## config.mk

```make
export PLATFORM = sky130hd
export DESIGN_NAME = mem_stage_flat
export DESIGN_NICKNAME = d
export VERILOG_FILES = /design/src/rtl/mem_stage_if.sv /design/src/rtl/mem_stage.sv /design/src/flat_wrapper.sv
export SDC_FILE = /design/constraint.sdc
export NUM_CORES = 1
export LEC_CHECK = 0
export BUFFER_PORTS_ARGS = -buffer_cell sky130_fd_sc_hd__buf_2
export CAP_MARGIN = 10
export CORE_MARGIN = 2
export CORE_UTILIZATION = 51
export DETAILED_ROUTE_END_ITERATION = 16
export GPL_TIMING_DRIVEN = 0
export PLACE_DENSITY = 0.87
export SYNTH_ARGS = -nofsm -noshare
export SYNTH_HDL_FRONTEND = slang
export SYNTH_SLANG_ARGS = --single-unit
```

## constraint.sdc

```tcl
create_clock -name clk -period 1.9 [get_ports clk]
set_input_delay 0.19 -clock clk [delete_from_list [all_inputs] [get_ports clk]]
set_output_delay 0.19 -clock clk [all_outputs]
set_load 0.1 [all_outputs]
```

## src/rtl/mem_stage_if.sv

```systemverilog
// Execute->memory->write-back handshake and payload bundle for mem_stage.
// slave: the memory stage's view; master: the surrounding pipeline/environment.
interface mem_stage_if #(
  parameter int unsigned DATA_W = 32,
  parameter int unsigned RF_AW  = 5
);
  logic                          ws_allowin;
  logic                          ms_allowin;
  logic                          es2ms_valid;
  logic [DATA_W+RF_AW+1:0]       es_rf_zip;
  logic [DATA_W-1:0]             es_pc;
  logic [2:0]                    es_ld_op;
  logic [DATA_W-1:0]             data_sram_rdata;
  logic [DATA_W+RF_AW+1:0]       ms_rf_zip;
  logic                          ms2ws_valid;
  logic [2*DATA_W+RF_AW:0]       ms2ws_bus;

  modport slave (
    input  ws_allowin, es2ms_valid, es_rf_zip, es_pc, es_ld_op, data_sram_rdata,
    output ms_allowin, ms_rf_zip, ms2ws_valid, ms2ws_bus
  );

  modport master (
    output ws_allowin, es2ms_valid, es_rf_zip, es_pc, es_ld_op, data_sram_rdata,
    input  ms_allowin, ms_rf_zip, ms2ws_valid, ms2ws_bus
  );
endinterface

```

## src/rtl/mem_stage.sv

```systemverilog
// Memory pipeline stage: forms register write data from ALU result or SRAM load data.
// Optional MEM_SUBWORD_LOAD_EN enables byte/half extraction with sign/zero extension.
module mem_stage #(
  parameter int unsigned DATA_W = 32,
  parameter int unsigned RF_AW  = 5
) (
  input  logic        clk,
  input  logic        resetn,
  mem_stage_if.slave  ms_if
);

  logic              ms_valid_q, ms_valid_d;
  logic              res_from_mem_q, res_from_mem_d;
  logic              rf_we_q, rf_we_d;
  logic [RF_AW-1:0]  rf_waddr_q, rf_waddr_d;
  logic [DATA_W-1:0] alu_result_q, alu_result_d;
  logic [DATA_W-1:0] pc_q, pc_d;
  logic              hold_vld_q, hold_vld_d;
  logic [DATA_W-1:0] rdata_buf_q, rdata_buf_d;

  logic              ms_ready_go;
  logic              ms_allowin;
  logic              accept;
  logic [DATA_W-1:0] mem_word;
  logic [DATA_W-1:0] load_result;
  logic [DATA_W-1:0] ms_rf_wdata;

  assign ms_ready_go = 1'b1;
  assign ms_allowin  = ~ms_valid_q | (ms_ready_go & ms_if.ws_allowin);
  assign accept      = ms_if.es2ms_valid & ms_allowin;

  always_comb begin
    ms_valid_d     = ms_valid_q;
    res_from_mem_d = res_from_mem_q;
    rf_we_d        = rf_we_q;
    rf_waddr_d     = rf_waddr_q;
    alu_result_d   = alu_result_q;
    pc_d           = pc_q;
    hold_vld_d     = hold_vld_q;
    rdata_buf_d    = rdata_buf_q;
    if (ms_allowin) begin
      ms_valid_d = ms_if.es2ms_valid;
    end
    // SRAM data is only valid in the first cycle; latch it so a stall survives re-driven reads.
    if (accept) begin
      {res_from_mem_d, rf_we_d, rf_waddr_d, alu_result_d} = ms_if.es_rf_zip;
      pc_d       = ms_if.es_pc;
      hold_vld_d = 1'b0;
    end else if (ms_valid_q && !hold_vld_q) begin
      hold_vld_d  = 1'b1;
      rdata_buf_d = ms_if.data_sram_rdata;
    end
  end

  always_ff @(posedge clk or negedge resetn) begin
    if (!resetn) begin
      ms_valid_q     <= 1'b0;
      res_from_mem_q <= 1'b0;
      rf_we_q        <= 1'b0;
      rf_waddr_q     <= '0;
      alu_result_q   <= '0;
      pc_q           <= '0;
      hold_vld_q     <= 1'b0;
      rdata_buf_q    <= '0;
    end else begin
      ms_valid_q     <= ms_valid_d;
      res_from_mem_q <= res_from_mem_d;
      rf_we_q        <= rf_we_d;
      rf_waddr_q     <= rf_waddr_d;
      alu_result_q   <= alu_result_d;
      pc_q           <= pc_d;
      hold_vld_q     <= hold_vld_d;
      rdata_buf_q    <= rdata_buf_d;
    end
  end

  assign mem_word = hold_vld_q ? rdata_buf_q : ms_if.data_sram_rdata;

`ifdef MEM_SUBWORD_LOAD_EN
  typedef enum logic [2:0] {
    LD_W  = 3'b000,
    LD_B  = 3'b001,
    LD_H  = 3'b010,
    LD_BU = 3'b101,
    LD_HU = 3'b110
  } ld_op_e;

  ld_op_e      ld_op_q, ld_op_d;
  logic [7:0]  ld_byte;
  logic [15:0] ld_half;

  always_comb begin
    ld_op_d = ld_op_q;
    if (accept) begin
      ld_op_d = ld_op_e'(ms_if.es_ld_op);
    end
  end

  always_ff @(posedge clk or negedge resetn) begin
    if (!resetn) begin
      ld_op_q <= LD_W;
    end else begin
      ld_op_q <= ld_op_d;
    end
  end

  // Half-word select ignores address bit 0: misaligned halves read the aligned half.
  always_comb begin
    ld_byte = mem_word[{alu_result_q[1:0], 3'b000} +: 8];
    ld_half = alu_result_q[1] ? mem_word[31:16] : mem_word[15:0];
    case (ld_op_q)
      LD_B:    load_result = {{(DATA_W-8){ld_byte[7]}}, ld_byte};
      LD_BU:   load_result = {{(DATA_W-8){1'b0}}, ld_byte};
      LD_H:    load_result = {{(DATA_W-16){ld_half[15]}}, ld_half};
      LD_HU:   load_result = {{(DATA_W-16){1'b0}}, ld_half};
      default: load_result = mem_word;
    endcase
  end
`else
  logic unused_ld_op;
  assign unused_ld_op = ^ms_if.es_ld_op;
  assign load_result  = mem_word;
`endif

  assign ms_rf_wdata = res_from_mem_q ? load_result : alu_result_q;

  assign ms_if.ms_allowin  = ms_allowin;
  assign ms_if.ms2ws_valid = ms_valid_q & ms_ready_go;
  assign ms_if.ms2ws_bus   = {rf_we_q, rf_waddr_q, ms_rf_wdata, pc_q};
  assign ms_if.ms_rf_zip   = {res_from_mem_q & ms_valid_q, rf_we_q & ms_valid_q,
                              rf_waddr_q, ms_rf_wdata};

endmodule
```

## src/flat_wrapper.sv

```systemverilog
// flat-port wrapper written by rule: the top's interface ports become plain ports
module mem_stage_flat 
#(
  parameter int unsigned DATA_W = 32,
  parameter int unsigned RF_AW  = 5
)
  (clk, resetn, ms_if_ws_allowin, ms_if_es2ms_valid, ms_if_es_rf_zip, ms_if_es_pc, ms_if_es_ld_op, ms_if_data_sram_rdata, ms_if_ms_allowin, ms_if_ms_rf_zip, ms_if_ms2ws_valid, ms_if_ms2ws_bus);
  mem_stage_if #(.DATA_W(DATA_W), .RF_AW(RF_AW)) ms_if_i ();
  input  logic clk;
  input  logic resetn;
  input wire logic [$bits(ms_if_i.ws_allowin)-1:0] ms_if_ws_allowin;
  input wire logic [$bits(ms_if_i.es2ms_valid)-1:0] ms_if_es2ms_valid;
  input wire logic [$bits(ms_if_i.es_rf_zip)-1:0] ms_if_es_rf_zip;
  input wire logic [$bits(ms_if_i.es_pc)-1:0] ms_if_es_pc;
  input wire logic [$bits(ms_if_i.es_ld_op)-1:0] ms_if_es_ld_op;
  input wire logic [$bits(ms_if_i.data_sram_rdata)-1:0] ms_if_data_sram_rdata;
  output wire logic [$bits(ms_if_i.ms_allowin)-1:0] ms_if_ms_allowin;
  output wire logic [$bits(ms_if_i.ms_rf_zip)-1:0] ms_if_ms_rf_zip;
  output wire logic [$bits(ms_if_i.ms2ws_valid)-1:0] ms_if_ms2ws_valid;
  output wire logic [$bits(ms_if_i.ms2ws_bus)-1:0] ms_if_ms2ws_bus;
  assign ms_if_i.ws_allowin = ms_if_ws_allowin;
  assign ms_if_i.es2ms_valid = ms_if_es2ms_valid;
  assign ms_if_i.es_rf_zip = ms_if_es_rf_zip;
  assign ms_if_i.es_pc = ms_if_es_pc;
  assign ms_if_i.es_ld_op = ms_if_es_ld_op;
  assign ms_if_i.data_sram_rdata = ms_if_data_sram_rdata;
  assign ms_if_ms_allowin = ms_if_i.ms_allowin;
  assign ms_if_ms_rf_zip = ms_if_i.ms_rf_zip;
  assign ms_if_ms2ws_valid = ms_if_i.ms2ws_valid;
  assign ms_if_ms2ws_bus = ms_if_i.ms2ws_bus;
  mem_stage #(.DATA_W(DATA_W), .RF_AW(RF_AW)) u_core (.clk(clk), .resetn(resetn), .ms_if(ms_if_i));
endmodule
```

==> reports/metrics.csv, run 1 <==
metric,value,unit
ir_worst_vdd,0.00103,V
wl,16900,um
power_frac_clock,0.115,
yosys.area_share.adder,0,
p_seq_frac,0.242,
power_density,1450,nW/um2
finalCritPeriodShare,1.13,
status,finished with violations,
synth-main-ff-cell,dfrtp_1,
synthXorXnorAreaFrac,0,
p_int,6020,uW
hold_violations,0,
clk_latency,0.40,ns
post-place-ws,0.0187,ns
ys_seq_elements,105,
clock_path_buffers,2,
setup_viol,58,
drive_above_1_share,0.755,
reg2reg_setup_slack,0.40,ns
clock-sinks,105,
worstSetupStartpointType,register,
synth-compound-area-share,0.0336,
rr_worst_depth,4,
path_clk_slew,0.11,ns
start_util,0.519,
hold_path.startpoint,ms_if_es_rf_zip[37],
syn_nets,482,
ant_nets,0,
dp_hpwl,9460,um
rr_endpoint,u_core.alu_result_q[20],
rsz0062_at_grt,true,
clockRootBuffer,clkbuf_8,
area_growth,68.9,%
hold_end,u_core.rf_we_q,
place.gp.congestion,0.787,
initialDrtViolationCount,120,
ys_warn_count,0,
combPwrFrac,0.642,
seq_area_frac_synth,0.523,
slew_headroom,0.579,
final.fill_count,399,
cap_violations,0,
r2r-start,u_core.ms_if.ms2ws_valid,
period_needed,2.14,ns
cp.required,1.71,ns
numCtsBuffers,9,
h-tree-depth,3,
synth-simple-area-share,0.0358,
synth_top_area_frac,0.523,
wl_met1,5910,um
worst_slack,-0.241,ns
hold_depth,2,
core.rowCount,36,
worstMarginPinSlew,0.631,ns
synth_edf_count,0,
fp.dieArea,10700,um2
hold_path_class,in2reg,
final_max_slew_viol_count,0,
syn_area,5030,um2
synth_top_family_by_area,multiplexers,
gr-total-overflow,0,
fin_nets,722,
crit_arrival,1.95,ns
port-buffer-count,217,
holdWs,0.0146,ns
power.switching,6330,uW
wl_met2,9060,um
async_reset_ff_frac,1.00,
core_area,9680,um2
grt_pass1_vias,4312,
crit_type,reg2out,
die_h,103,um
synth_cell_types,18,
switching_share,0.512,
syn_area_per_cell,13.5,um2
vias_per_cell,5.35,
synth_mux_area_frac,0.317,
violations,setup timing,
yosysMostFrequentCell,dfrtp_1,
ys_top_cells_by_count,"dfrtp_1, mux2_2, buf_4",
grt_max_degree,61,
synth_top_cells_by_area,"dfrtp_1, mux2_2, mux2_4",
ios,221,
yosysTopAreaCell,dfrtp_1,
finalPower,12300,uW
die_w,103,um
wl_met3,1010,um
fmax,467,MHz
track_usage,0.288,
finClkSkew,0.0150,ns
cp-end-kind,output port,
power_leakage,0.00394,uW
firstDrtPassIters,4,
cts_tree,done,
wl_per_cell,22.5,um
vias,4025,
top_layer,met4,
grt_antenna_before_repair,1,
crit_path_max_fanout,10,
grt_pass1_wl,22500,um
drc_errors,0,
syn_inst,372,
[logic make-up (layout without fill, tap and decap cells)]
kind of cell	after synthesis	after routing
other cells	0	2
mux	135	135
simple gates	39	39
flops	105	105
buf+inv	60	305
compound gates	33	33
[layout by cell type (no fill, tap or decap)]
| master | synthesis | final |
|---|---|---|
| nand2_4 | 1 | 1 |
| clkbuf_8 | 0 | 11 |
| nand2_1 | 2 | 2 |
| mux2i_1 | 32 | 2 |
| mux2_4 | 30 | 30 |
| inv_6 | 0 | 3 |
| dfrtp_2 | 0 | 1 |
| dfrtp_1 | 105 | 104 |
| dlygate4sd3_1 | 0 | 9 |
| nand3b_4 | 1 | 1 |
| inv_8 | 0 | 2 |
| mux2i_2 | 0 | 13 |
| nand2b_4 | 0 | 1 |
| buf_2 | 2 | 151 |
| diode_2 | 0 | 2 |
| buf_16 | 0 | 1 |
| a21oi_4 | 0 | 32 |
| mux2i_4 | 0 | 17 |
| a22o_1 | 1 | 1 |
| clkbuf_16 | 0 | 1 |
| nor2_2 | 0 | 2 |
| clkbuf_2 | 0 | 2 |
| inv_1 | 1 | 1 |
| buf_6 | 10 | 20 |
| nor2_1 | 32 | 30 |
| and2_1 | 2 | 2 |
| buf_12 | 0 | 66 |
| buf_4 | 41 | 14 |
| clkinv_2 | 0 | 1 |
| buf_8 | 0 | 23 |
| mux2_2 | 73 | 73 |
[critical path, cell delays in order, from the launching register on]
cell,delay (ns)
dfrtp_1,0.36
buf_6,0.18
buf_12,0.18
mux2i_2,0.36
a21oi_4,0.15
buf_12,0.15
buf_8,0.16
[what timing repair did]
item,4_1_cts,5_1_grt
hold endpoints to repair,52,1
setup buffers,1,0
hold buffers,8,1
setup endpoints to repair,65,62
gates cloned,0,1
gates resized for setup,224,69
pin swaps,1,8
[registers in the layout, indices dropped and copies added, names as in the netlist]
name	count
u_core.ms_if.ms2ws_valid	1
u_core.pc_q	32
u_core.res_from_mem_q	1
u_core.rdata_buf_q	32
u_core.alu_result_q	32
u_core.rf_we_q	1
u_core.hold_vld_q	1
u_core.rf_waddr_q	5
[how the worst max path moves through the flow]
stage,startpoint,to,slack [ns],cells after the start
after detailed placement,u_core.res_from_mem_q,ms_if_ms_rf_zip[26],0.02,6
final,u_core.hold_vld_q,ms_if_ms_rf_zip[12],-0.24,6
after global routing,u_core.hold_vld_q,ms_if_ms_rf_zip[12],-0.24,6
after global placement,resetn,u_core.ms_if.ms2ws_valid,-0.65,1
after floorplan,u_core.res_from_mem_q,ms_if_ms_rf_zip[23],-0.02,4
after CTS,u_core.res_from_mem_q,ms_if_ms_rf_zip[10],-0.09,5
[through the flow]
stage	util	instance area (um2)	setup TNS, ns	cells
2_1_floorplan	-	5730	-0.201	372
3_3_place_gp	0.721	6980	-49.14	722
3_5_place_dp	0.724	7010	0	723
4_1_cts	0.836	8090	-2.85	748
5_1_grt	0.876	8490	-6.59	751
6_report	0.876	8490	-4.61	752
[layout make-up]
class	count	area, um2	area share
timing repair buffer	229	2070	0.244
multi-input combinational	207	2570	0.303
clock buffer	10	138	0.0162
buffer	59	852	0.100
clock inverter	6	53.8	0.00634
antenna	2	5.00	0.000590
inverter	1	3.75	0.000442
tap	133	166	0.0196
sequential	105	2630	0.310
[power by group through the flow]
stage	registers (uW)	logic (uW)	clock network, uW
after CTS	2910	7380	1420
after floorplan	3720	4800	0
after detailed placement	2910	6440	0
final	2990	7930	1430
after global routing	3020	8110	1530
after global placement	2880	6350	0
[metal layers]
layer / GRT usage / up-vias
li1: - / 1728
met1: 0.311 / 2028
met2: 0.521 / 204
met3: 0.0833 / 65
met4: 0.134 / 0
met5: 0 / -
(Power assumes the default switching activity.)
==> run 2, diff against run 1 <==
--- a/config.mk
+++ b/config.mk
@@ -8,10 +8,10 @@
 export BUFFER_PORTS_ARGS = -buffer_cell sky130_fd_sc_hd__buf_2
 export CAP_MARGIN = 10
 export CORE_MARGIN = 2
-export CORE_UTILIZATION = 51
+export CORE_UTILIZATION = 45
 export DETAILED_ROUTE_END_ITERATION = 16
 export GPL_TIMING_DRIVEN = 0
-export PLACE_DENSITY = 0.87
+export PLACE_DENSITY = 0.77
 export SYNTH_ARGS = -nofsm -noshare
 export SYNTH_HDL_FRONTEND = slang
 export SYNTH_SLANG_ARGS = --single-unit
==> reports/metrics.csv, run 2 (synthesized netlist as in run 1, its figures left out) <==
metric,value,unit,change
status,finished with violations,,
violations,setup timing,,
clock_path_buffers,2,,unchanged
setup_viol,52,,-10%
hold_end,u_core.pc_q[20],,
drc_errors,0,,unchanged
grt_pass1_vias,4184,,-3.0%
clockRootBuffer,clkbuf_8,,
hold_depth,2,,unchanged
grt_max_degree,54,,-11%
wl_per_cell,19.3,um,-14%
fp.dieArea,12000,um2,+13%
finClkSkew,0.0102,ns,-0.00475 ns
hold_violations,0,,unchanged
grt_pass1_wl,21200,um,-5.6%
dp_hpwl,9610,um,+1.6%
worstMarginPinSlew,0.717,ns,+0.0865 ns
slew_headroom,0.522,,-0.0577
clock-sinks,105,,unchanged
hold_path.startpoint,ms_if_es_pc[20],,
place.gp.congestion,0.808,,+2.8%
cp-end-kind,output port,,
crit_top_cell,buf_12,,
design_area,8500,um2,+0.18%
post-place-ws,-0.0173,ns,-0.0360 ns
crit_slowest_cell,dfrtp_1,,
core.rowCount,38,,+5.6%
wl,14500,um,-14%
initialDrtViolationCount,109,,-9.2%
clk_latency,0.38,ns,-0.02 ns
cts_tree,done,,
final.fill_count,649,,+63%
rsz0062_at_grt,true,,
dpl_cell_area,7020,um2,+0.12%
ant_nets,0,,unchanged
core_area,10900,um2,+12%
area_growth,69.2,%,
final_max_slew_viol_count,0,,unchanged
holdWs,0.0322,ns,+0.0176 ns
finalCritPeriodShare,1.06,,-0.0698
drive_above_1_share,0.765,,+0.00944
rr_worst_depth,4,,unchanged
hold_path_class,in2reg,,
cp.required,1.71,ns,about the same
firstDrtPassIters,4,,unchanged
rr_endpoint,u_core.alu_result_q[20],,
finalNonFillerCells,752,,unchanged
crit_chain,"buf_12, buf_12, mux2i_4, a21oi_4, buf_12, buf_12",,
worstSetupStartpointType,register,,
fin_util,0.781,,-0.0955
diodes,0,,-2
layout_commonest_cell,buf_2,,
fin_nets,717,,-0.69%
die_h,110,um,+6.2%
crit_path_max_fanout,9,,-1
period_needed,2.01,ns,-0.133 ns
power_leakage,0.00393,uW,-0.23%
crit_type,reg2out,,
grt_antenna_before_repair,0,,-1
cap_violations,0,,unchanged
fmax,498,MHz,+6.6%
start_util,0.462,,-0.0574
power_density,1440,nW/um2,-1.1%
dp.cells,730,,+0.97%
ios,221,,unchanged
worst_slack,-0.108,ns,+0.133 ns
port-buffer-count,217,,unchanged
r2r-start,u_core.ms_if.ms2ws_valid,,
vias,3800,,-5.6%
gr-total-overflow,0,,unchanged
numCtsBuffers,9,,unchanged
die_w,110,um,+6.2%
track_usage,0.238,,-0.0505
h-tree-depth,3,,unchanged
slowest_delay,0.42,ns,+0.06 ns
reg2reg_setup_slack,0.44,ns,+0.04 ns
ir_worst_vdd,0.000914,V,-11%
vias_per_cell,5.05,,-5.6%
crit_arrival,1.82,ns,-0.13 ns
top_regs,"u_core.alu_result_q: 32 flops, u_core.pc_q: 32 flops, u_core.rdata_buf_q: 32 flops",,
path_clk_slew,0.10,ns,about the same
mostFrequentLayoutCells,"buf_2, dfrtp_1, mux2_2",,
run 2: cell types whose count changed in the layout (fill, tap and decap cells not counted), moves of 2 or more:
cell / change
dlygate4sd3_1: -8
mux2i_2: -3
mux2i_4: +4
buf_8: -6
diode_2: -2
inv_8: -2
inv_6: -3
clkinv_4: +3
buf_6: +6
run 2: layout make-up:
| type | instances | area [um2] | share of cell area |
|---|---|---|---|
| Clock buffer | 10 | 128 | 0.0150 |
| Sequential cell | 105 | 2630 | 0.309 |
| Multi-Input combinational cell | 207 | 2610 | 0.307 |
| Clock inverter | 6 | 68.8 | 0.00809 |
| Timing Repair Buffer | 224 | 2020 | 0.238 |
| Inverter | 1 | 3.75 | 0.000441 |
| Tap cell | 140 | 175 | 0.0206 |
| Buffer | 59 | 868 | 0.102 |
run 2: power by group:
group	switching, uW	internal [uW]	leakage [uW]
Sequential	316	2640	0.00123
Clock	789	615	0.0000964
Combinational	5010	2860	0.00261
Total	6110	6120	0.00393
run 2: metrics by stage:
step	total power, uW	setup TNS, ns
CTS	11700	-1.68
finish	12200	-3.32
global placement	9250	-51.58
global route	12600	-6.10
floorplan	8530	-0.201
detailed placement	9350	-0.0268
run 2: worst max-delay path, delay by kind of cell (launching register included):
family,cells,cell delay (ns)
DFF,1,0.42
AOI/OAI and AO/OA,1,0.22
buffers and inverters,4,0.61
muxes,1,0.19
run 2: per-layer routing:
layer | wire length, um | GRT usage | vias to the layer above | part of all wire
li1 | - | - | 1723 | -
met3 | 1070 | 0.0723 | 34 | 0.074
met5 | 0 | 0 | - | 0
met4 | 422 | 0.105 | 0 | 0.029
met1 | 5440 | 0.276 | 1875 | 0.37
met2 | 7600 | 0.406 | 168 | 0.52
run 2: worst max-delay path by stage:
stage                                     to  slack, ns  cells after the start                   from
detailed placement       ms_if_ms_rf_zip[13]      -0.02                      5  u_core.res_from_mem_q
finish                   ms_if_ms_rf_zip[29]      -0.11                      6      u_core.hold_vld_q
global route             ms_if_ms_rf_zip[23]      -0.15                      6      u_core.hold_vld_q
floorplan                ms_if_ms_rf_zip[23]      -0.02                      4  u_core.res_from_mem_q
global placement    u_core.ms_if.ms2ws_valid      -0.67                      1                 resetn
CTS                      ms_if_ms_rf_zip[29]      -0.07                      6      u_core.hold_vld_q
run 2: repair_timing:
item                                   CTS  global route
gates cloned                             0             2
gates resized for setup                202            89
setup endpoints to repair               65            62
endpoints found under the hold margin   52             0
hold buffers                             1             0
setup buffers                            1             2
pin swaps                                1             5
